File: src/rtl/vga_timing_pkg.sv
// Shared 640x480@60 VGA timing constants and decode helper.
// Used by vga_timing_gen and vga_pix_strobe.
package vga_timing_pkg;

    localparam int VGA_CNT_W = 10;

    localparam int DEF_H_VISIBLE = 640;
    localparam int DEF_H_FP      = 16;
    localparam int DEF_H_SYNC    = 96;
    localparam int DEF_H_BP      = 48;
    localparam int DEF_V_VISIBLE = 480;
    localparam int DEF_V_FP      = 10;
    localparam int DEF_V_SYNC    = 2;
    localparam int DEF_V_BP      = 33;
    localparam int DEF_CLK_DIV   = 4;

    localparam int H_TOTAL      = DEF_H_VISIBLE + DEF_H_FP + DEF_H_SYNC + DEF_H_BP;
    localparam int V_TOTAL      = DEF_V_VISIBLE + DEF_V_FP + DEF_V_SYNC + DEF_V_BP;
    localparam int H_SYNC_START = DEF_H_VISIBLE + DEF_H_FP;
    localparam int H_SYNC_END   = H_SYNC_START + DEF_H_SYNC;
    localparam int V_SYNC_START = DEF_V_VISIBLE + DEF_V_FP;
    localparam int V_SYNC_END   = V_SYNC_START + DEF_V_SYNC;

    // Half-open interval test [lo, hi) on counter values.
    function automatic logic in_range(input logic [VGA_CNT_W-1:0] val,
                                      input logic [VGA_CNT_W-1:0] lo,
                                      input logic [VGA_CNT_W-1:0] hi);
        return (val >= lo) && (val < hi);
    endfunction

endpackage

File: src/rtl/vga_pix_strobe.sv
// Modulo-CLK_DIV divider producing a registered one-clk pixel strobe.
// Only instantiated when VGA_CLKDIV_EN is defined.
module vga_pix_strobe
    import vga_timing_pkg::*;
#(
    parameter int CLK_DIV = DEF_CLK_DIV
) (
    input  logic i_clk,
    input  logic i_rst_n,
    output logic o_pix_en,
    output logic o_pix_en_next
);

    localparam int              DIV_W    = (CLK_DIV > 1) ? $clog2(CLK_DIV) : 1;
    localparam logic [DIV_W-1:0] DIV_LAST = DIV_W'(CLK_DIV - 1);

    logic [DIV_W-1:0] r_div;
    logic             r_pix_en;
    logic             w_last;

    assign w_last = (r_div == DIV_LAST);

    // Strobe is loaded from the last divider phase, so it first rises CLK_DIV edges after reset.
    always_ff @(posedge i_clk or negedge i_rst_n) begin
        if (!i_rst_n) begin
            r_div    <= '0;
            r_pix_en <= 1'b0;
        end else begin
            r_div    <= w_last ? '0 : r_div + DIV_W'(1);
            r_pix_en <= w_last;
        end
    end

    assign o_pix_en      = r_pix_en;
    assign o_pix_en_next = w_last;

endmodule

File: src/rtl/vga_timing_gen.sv
// VGA raster timing: pixel counters, active-low syncs, visible flag, frame_end.
// Define VGA_CLKDIV_EN to derive pix_en from the system clock via vga_pix_strobe.
module vga_timing_gen
    import vga_timing_pkg::*;
#(
    parameter int H_VISIBLE = DEF_H_VISIBLE,
    parameter int H_FP      = DEF_H_FP,
    parameter int H_SYNC    = DEF_H_SYNC,
    parameter int H_BP      = DEF_H_BP,
    parameter int V_VISIBLE = DEF_V_VISIBLE,
    parameter int V_FP      = DEF_V_FP,
    parameter int V_SYNC    = DEF_V_SYNC,
    parameter int V_BP      = DEF_V_BP,
    parameter int CLK_DIV   = DEF_CLK_DIV
) (
    input  logic                 clk,
    input  logic                 rst_n,
    output logic                 pix_en,
    output logic [VGA_CNT_W-1:0] h_cnt,
    output logic [VGA_CNT_W-1:0] v_cnt,
    output logic                 hsync,
    output logic                 vsync,
    output logic                 valid,
    output logic                 frame_end
);

    localparam logic [VGA_CNT_W-1:0] H_VIS  = VGA_CNT_W'(H_VISIBLE);
    localparam logic [VGA_CNT_W-1:0] H_SS   = VGA_CNT_W'(H_VISIBLE + H_FP);
    localparam logic [VGA_CNT_W-1:0] H_SE   = VGA_CNT_W'(H_VISIBLE + H_FP + H_SYNC);
    localparam logic [VGA_CNT_W-1:0] H_LAST = VGA_CNT_W'(H_VISIBLE + H_FP + H_SYNC + H_BP - 1);
    localparam logic [VGA_CNT_W-1:0] V_VIS  = VGA_CNT_W'(V_VISIBLE);
    localparam logic [VGA_CNT_W-1:0] V_SS   = VGA_CNT_W'(V_VISIBLE + V_FP);
    localparam logic [VGA_CNT_W-1:0] V_SE   = VGA_CNT_W'(V_VISIBLE + V_FP + V_SYNC);
    localparam logic [VGA_CNT_W-1:0] V_LAST = VGA_CNT_W'(V_VISIBLE + V_FP + V_SYNC + V_BP - 1);

    logic                 w_pix_en;
    logic                 w_pix_en_next;
    logic [VGA_CNT_W-1:0] r_h_cnt;
    logic [VGA_CNT_W-1:0] r_v_cnt;
    logic                 r_hsync;
    logic                 r_vsync;
    logic                 r_valid;
    logic                 r_frame_end;
    logic                 w_h_wrap;
    logic                 w_v_wrap;
    logic [VGA_CNT_W-1:0] w_h_next;
    logic [VGA_CNT_W-1:0] w_v_next;
    logic [VGA_CNT_W-1:0] w_h_upd;
    logic [VGA_CNT_W-1:0] w_v_upd;

`ifdef VGA_CLKDIV_EN
    vga_pix_strobe #(
        .CLK_DIV (CLK_DIV)
    ) u_pix_strobe (
        .i_clk         (clk),
        .i_rst_n       (rst_n),
        .o_pix_en      (w_pix_en),
        .o_pix_en_next (w_pix_en_next)
    );
`else
    // External pixel clock: strobe every cycle once out of reset.
    logic r_pix_en;

    always_ff @(posedge clk or negedge rst_n) begin
        if (!rst_n) r_pix_en <= 1'b0;
        else        r_pix_en <= 1'b1;
    end

    assign w_pix_en      = r_pix_en;
    assign w_pix_en_next = 1'b1;
`endif

    assign w_h_wrap = (r_h_cnt == H_LAST);
    assign w_v_wrap = (r_v_cnt == V_LAST);
    assign w_h_next = w_h_wrap ? '0 : r_h_cnt + VGA_CNT_W'(1);
    assign w_v_next = !w_h_wrap ? r_v_cnt : (w_v_wrap ? '0 : r_v_cnt + VGA_CNT_W'(1));

    // Counter values that will be visible after this edge, strobe or not.
    assign w_h_upd = w_pix_en ? w_h_next : r_h_cnt;
    assign w_v_upd = w_pix_en ? w_v_next : r_v_cnt;

    always_ff @(posedge clk or negedge rst_n) begin
        if (!rst_n) begin
            r_h_cnt     <= '0;
            r_v_cnt     <= '0;
            r_hsync     <= 1'b1;
            r_vsync     <= 1'b1;
            r_valid     <= 1'b0;
            r_frame_end <= 1'b0;
        end else begin
            if (w_pix_en) begin
                r_h_cnt <= w_h_next;
                r_v_cnt <= w_v_next;
                r_hsync <= !in_range(w_h_next, H_SS, H_SE);
                r_vsync <= !in_range(w_v_next, V_SS, V_SE);
                r_valid <= (w_h_next < H_VIS) && (w_v_next < V_VIS);
            end
            // Coincides with the strobe cycle that sits on the last pixel of the frame.
            r_frame_end <= w_pix_en_next && (w_h_upd == H_LAST) && (w_v_upd == V_LAST);
        end
    end

    assign pix_en    = w_pix_en;
    assign h_cnt     = r_h_cnt;
    assign v_cnt     = r_v_cnt;
    assign hsync     = r_hsync;
    assign vsync     = r_vsync;
    assign valid     = r_valid;
    assign frame_end = r_frame_end;

endmodule

File: config.mk
export PLATFORM = sky130hd
export DESIGN_NAME = vga_timing_gen
export DESIGN_NICKNAME = d
export VERILOG_FILES = /design/src/rtl/vga_timing_pkg.sv /design/src/rtl/vga_pix_strobe.sv /design/src/rtl/vga_timing_gen.sv
export SDC_FILE = /design/constraint.sdc
export NUM_CORES = 1
export LEC_CHECK = 0
export CAP_MARGIN = 40
export CORE_MARGIN = 1.5
export CORE_UTILIZATION = 36
export CTS_BUF_LIST = sky130_fd_sc_hd__clkbuf_4 sky130_fd_sc_hd__clkbuf_8 sky130_fd_sc_hd__clkbuf_16
export CTS_CLUSTER_DIAMETER = 50
export CTS_CLUSTER_SIZE = 20
export DETAILED_ROUTE_END_ITERATION = 8
export PLACE_DENSITY_LB_ADDON = 0.08
export SYNTH_ARGS = -nofsm -noshare
export SYNTH_HDL_FRONTEND = slang
export SYNTH_SLANG_ARGS = --single-unit
File: constraint.sdc
create_clock -name clk -period 6.3 [get_ports clk]
set_input_delay 0.945 -clock clk [delete_from_list [all_inputs] [get_ports clk]]
set_output_delay 0.945 -clock clk [all_outputs]
set_load 0.01 [all_outputs]
; After elaboration in Yosys (flattened, before gate mapping)
; Index checks and enable logic that the tools add are counted.
[totals]
regBits = 25
latch_bits = 0
ram_bits = 0
rom_bits = 0
input_bits = 2
out_inout_bits = 25
word_cells = 30
n_memories = 0
[classes]
n_addsub = 2
multipliers = 0
div_mod_pow = 0
n_lt_le_gt_ge = 6
eq_ne = 4
shifts = 0
mux = 5
bitwise_logic = 0
reduce_logical = 6
[ops]
columns = operator, n
row1 = $mux W10, 5
row2 = $eq A10 B10 Y1 const B, 4
row3 = $add A10 B1 Y10 const B, 2
row4 = $lt A10 B10 Y1 const B, 2
row5 = $lt A10 B9 Y1 const B, 2
row6 = $ge A10 B10 Y1 const B, 1
row7 = $ge A10 B9 Y1 const B, 1
row8 = $logic_and A1 B1 Y1, 4
row9 = $logic_not A1 Y1, 2

; Depth between registers and ports, before layout
[depth]
depth_word = 6
mapped_depth = 8
depth_no_buf = 8

; Least setup slack after synthesis
; Ideal clock, no wire load.
[synth_path]
path_type = register to register
startpoint = register r_h_cnt[5] (netlist: h_cnt[5])
endpoint = register r_valid (netlist: valid)
setup_time_ps = 122
t_arrival_ps = 2466
t_required_ps = 6178
setup_slack_ps = 3712
path_stages_with_launch = 8
path_buffers = 2
period_less_slack_ps = 2588
path_cell_list = dfrtp_1 buf_6 or4b_4 buf_6 or4_1 or3_1 a211o_1 a32o_1
[synth_via]
elab_chain_cells = 4
elab_cells_between_ends = 7
cone_classes = add/sub: 1 / order compare: 2 / eq/ne: 1 / mux: 2 / reduce/logical: 1
[synth_rtl]
columns = element, line
row1 = "start, declared", vga_timing_gen.sv:38  ; logic [VGA_CNT_W-1:0] r_h_cnt;
row2 = "start signal, assigned", vga_timing_gen.sv:92  ; r_h_cnt <= w_h_next;
row3 = $add A10 B1 Y10 / $eq A10 B10 Y1 (equally long branches), "vga_timing_gen.sv:75, vga_timing_gen.sv:73"
row4 = "$mux W10, on equally long branches", "vga_timing_gen.sv:75, vga_timing_gen.sv:76"
row5 = $lt A10 B10 Y1 / $lt A10 B9 Y1 (equally long branches), vga_timing_gen.sv:96  ; r_valid <= (w_h_next < H_VIS) && (w_v_next < V_VIS);
row6 = $logic_and A1 B1 Y1 *, vga_timing_gen.sv:96
row7 = "end signal, assigned", vga_timing_gen.sv:96
row8 = "end, declared", vga_timing_gen.sv:42  ; logic r_valid;
; Mark *: on every way between the ends. The rest lies on a longest branch, timed or not.
; A chain may end at the register's enable or synchronous reset.

; Worst setup path in the final report
[layout_path]
startpoint = register r_h_cnt[4] (netlist: h_cnt[4])
endpoint = register r_frame_end (netlist: frame_end)
[layout_via]
elab_chain_cells = 5
elab_cells_between_ends = 9
cone_classes = add/sub: 1 / eq/ne: 3 / mux: 4 / reduce/logical: 1
[layout_rtl]
columns = element, line
row1 = $add A10 B1 Y10 / $eq A10 B10 Y1 (equally long branches), "vga_timing_gen.sv:75, vga_timing_gen.sv:73"
row2 = $mux W10 *, vga_timing_gen.sv:75  ; assign w_h_next = w_h_wrap ? '0 : r_h_cnt + VGA_CNT_W'(1);
row3 = $mux W10 *, vga_timing_gen.sv:79  ; assign w_h_upd = w_pix_en ? w_h_next : r_h_cnt;
row4 = via w_h_upd[5], vga_timing_gen.sv:48  ; logic [VGA_CNT_W-1:0] w_h_upd;
row5 = $eq A10 B10 Y1 *, vga_timing_gen.sv:99  ; r_frame_end <= w_pix_en_next && (w_h_upd == H_LAST) && (w_v_upd == V_LAST);
row6 = $logic_and A1 B1 Y1 *, vga_timing_gen.sv:99
row7 = "end signal, assigned", vga_timing_gen.sv:99
row8 = "end, declared", vga_timing_gen.sv:43  ; logic r_frame_end;
; The timed path passes the listed nets; every way through them passes the cells marked *.

==> flow_summary.json <==
{
  "maxCapViolCount": 0,
  "place_area_um2": 2030,
  "syn_avg_cell_area_um2": 8.34,
  "fin_crit_ps": 2700,
  "start_util_pct": 37.2,
  "gr-total-overflow": 0,
  "synth_ff_type": "dfrtp_1",
  "rows": 25,
  "crit_type": "flop to flop",
  "wl_per_cell_um": 16.7,
  "vias_per_cell": 5.72,
  "endpoint": "frame_end$_DFF_PN0_",
  "drt_first_pass_iters": 4,
  "ys_ff_latch": 25,
  "final_antenna_net_count": 0,
  "r2r_start": "h_cnt[4]$_DFF_PN0_",
  "hold_path_class": "flop to flop",
  "first_global_vias": 1596,
  "die_area_um2": 5320,
  "post-route-period-util_pct": 42.9,
  "synth_cell_types": 58,
  "synth_cells": 211,
  "diodes": 0,
  "slowest_delay_ps": 570,
  "cts_buffers": 3,
  "met2_length_mm": 2.34,
  "grt_pass1_wl_mm": 7.96,
  "cts_sinks": 25,
  "cp_max_fo": 12,
  "tns_ps": 0,
  "grt_use_total_pct": 19.3,
  "setup_slack_ps": 3600,
  "highest_layer": "met4",
  "die_x_um": 72.9,
  "p_per_area_nw_per_um2": 214,
  "drt-met1-wl_mm": 2.18,
  "max_freq_ghz": 0.370,
  "end_kind": "flop",
  "cts_buffer_depth": 2,
  "ff2ff_setup_slack_ps": 3600,
  "report.final.slew_viol_count": 0,
  "syn2layout_area_growth_pct": 18.4,
  "synth_warnings": 0,
  "dr_wl_met3_um": 298,
  "cts_resized": 0,
  "worstSetupStartpoint": "h_cnt[4]$_DFF_PN0_",
  "dp_worst_setup_slack_ps": 3570,
  "finish.instance_area_um2": 2080,
  "cts_root_buf": "clkbuf_8",
  "io_pins": 27,
  "drt_iter0_markers": 108,
  "nFillCells": 467,
  "rr_endpoint": "frame_end$_DFF_PN0_",
  "clk_pin_slew_worst_paths_ps": 90,
  "syn_nets": 216,
  "worst_setup_path_start_kind": "flop",
  "async_flop_share_pct": 100,
  "slew_headroom_pct": 47.4,
  "rsz0062_at_grt": "false",
  "fin_util_pct": 44.1,
  "worst_pin_slew_ps": 783,
  "syn_area_um2": 1760,
  "hold_violations": 0,
  "synth_edf_count": 0,
  "layout.nets": 232,
  "final_layout_size_suffix_gt1_share_pct": 5.75,
  "p_leak_nw": 0.760,
  "clock_latency_ps": 270,
  "setup_viol": 0,
  "drt-total-wl_mm": 4.89,
  "ir_drop_v": 0.0000984,
  "cts_max_level": 1,
  "num_vias": 1677,
  "slowest_stage": "or4b_4",
  "fin_skew_ps": 6.51,
  "die_h_um": 72.9,
  "grt_max_degree": 26,
  "r2r_cells": 6,
  "cts_tree": "built",
  "outcome": "completed",
  "core-area_um2": 4720,
  "io_buffers": 26,
  "post_cts_buffers": 0,
  "total_power_mw": 0.447,
  "dp_hpwl_mm": 3.54,
  "mostFrequentLayoutCells": "clkdlybuf4s50_1 (26), nand2_1 (25), dfrtp_1 (23), o21ai_0 (14), nor2_1 (13)",
  "antenna_found_initial": 0,
  "drc_errors": 0,
  "crit_required_ps": 6470,
  "path_cells": "or4b_4 -> nor3_2 -> o21ai_1 -> nor4b_1 -> nand4b_1 -> nor4_1",
  "layout.cells.most_common": "clkdlybuf4s50_1",
  "hold_buffers": 0,
  "gp_congestion": 0.886,
  "cp.arrival_ps": 2870,
  "ys_seq_area_share_pct": 35.7
}
==> worst min path at each step <==
stage	startpoint	end	slack [ps]	depth (start not counted)
floorplan	hsync$_DFFE_PN1P_	hsync$_DFFE_PN1P_	490	2
global placement	hsync$_DFFE_PN1P_	hsync$_DFFE_PN1P_	480	2
detailed placement	hsync$_DFFE_PN1P_	hsync$_DFFE_PN1P_	490	2
CTS	vsync$_DFFE_PN1P_	vsync$_DFFE_PN1P_	500	2
global route	hsync$_DFFE_PN1P_	hsync$_DFFE_PN1P_	530	2
finish	hsync$_DFFE_PN1P_	hsync$_DFFE_PN1P_	500	2
==> Yosys cell counts, types with 3 or more instances <==
library cell   n  area share [%]
xnor2_1        8             4.0
xor2_1         3             1.5
or3_1          4             1.4
ha_1           3             2.1
nand2_1       25             5.3
clkbuf_1      13             2.8
nor2_1        13             2.8
o22ai_1        5             1.8
inv_1          8             1.7
nand4_1        9             3.2
dfrtp_1       23              33
nor3_1         6             1.7
a31oi_1        7             2.5
and3_1         3             1.1
o31ai_1        5             2.1
nand3_1        9             2.6
o21ai_0       14             4.0
==> routing by layer <==
layer	up-vias	track usage, %
met3	9	3.18
met2	64	31.7
met1	794	26.4
met4	0	5.03
li1	810	-
met5	-	0
==> state kept, by name (all words and copies together), names as in the netlist <==
name and count:
vsync 1, pix_en 1, hsync 1, h_cnt 10
frame_end 1, v_cnt 10, valid 1
==> cell type report <==
type                            instances  area, um^2  share of cell area (%)
Sequential cell                        25         628                    30.2
Inverter                                8        30.0                    1.44
Multi-Input combinational cell        162        1020                    49.2
Clock buffer                            4        48.8                    2.34
Tap cell                               67        83.8                    4.02
Timing Repair Buffer                   27         268                    12.9
==> stage by stage <==
stage,hold WS [ps],instances
floorplan,491,211
global placement,485,289
detailed placement,489,289
CTS,501,293
global route,528,293
finish,496,293
==> kinds of logic (layout without fill, tap and decap cells) <==
family          count (synthesis)  after routing  synth area share, %
compound gates                 55             55                 21.6
xor+xnor                       11             11                 5.48
fa+ha+maj                       3              3                 2.13
buf+inv                        24             39                 6.05
flops                          25             25                 35.7
mux                             3              3                 1.78
other cells                     1              1                0.213
simple gates                   89             89                 27.1
==> critical path: cells and delay by family (launching register included) <==
| kind | cells | cell delay [ps] |
|---|---|---|
| flops | 1 | 550 |
| compound gates | 1 | 190 |
| simple gates | 5 | 1840 |
==> power breakdown <==
group          internal, mW  total [mW]  leakage, nW  switching (mW)
clock network        0.0496       0.103       0.0262          0.0533
logic                0.0668       0.126        0.406          0.0591
registers             0.177       0.218        0.328          0.0405
Power figures use the tool's default switching activity.
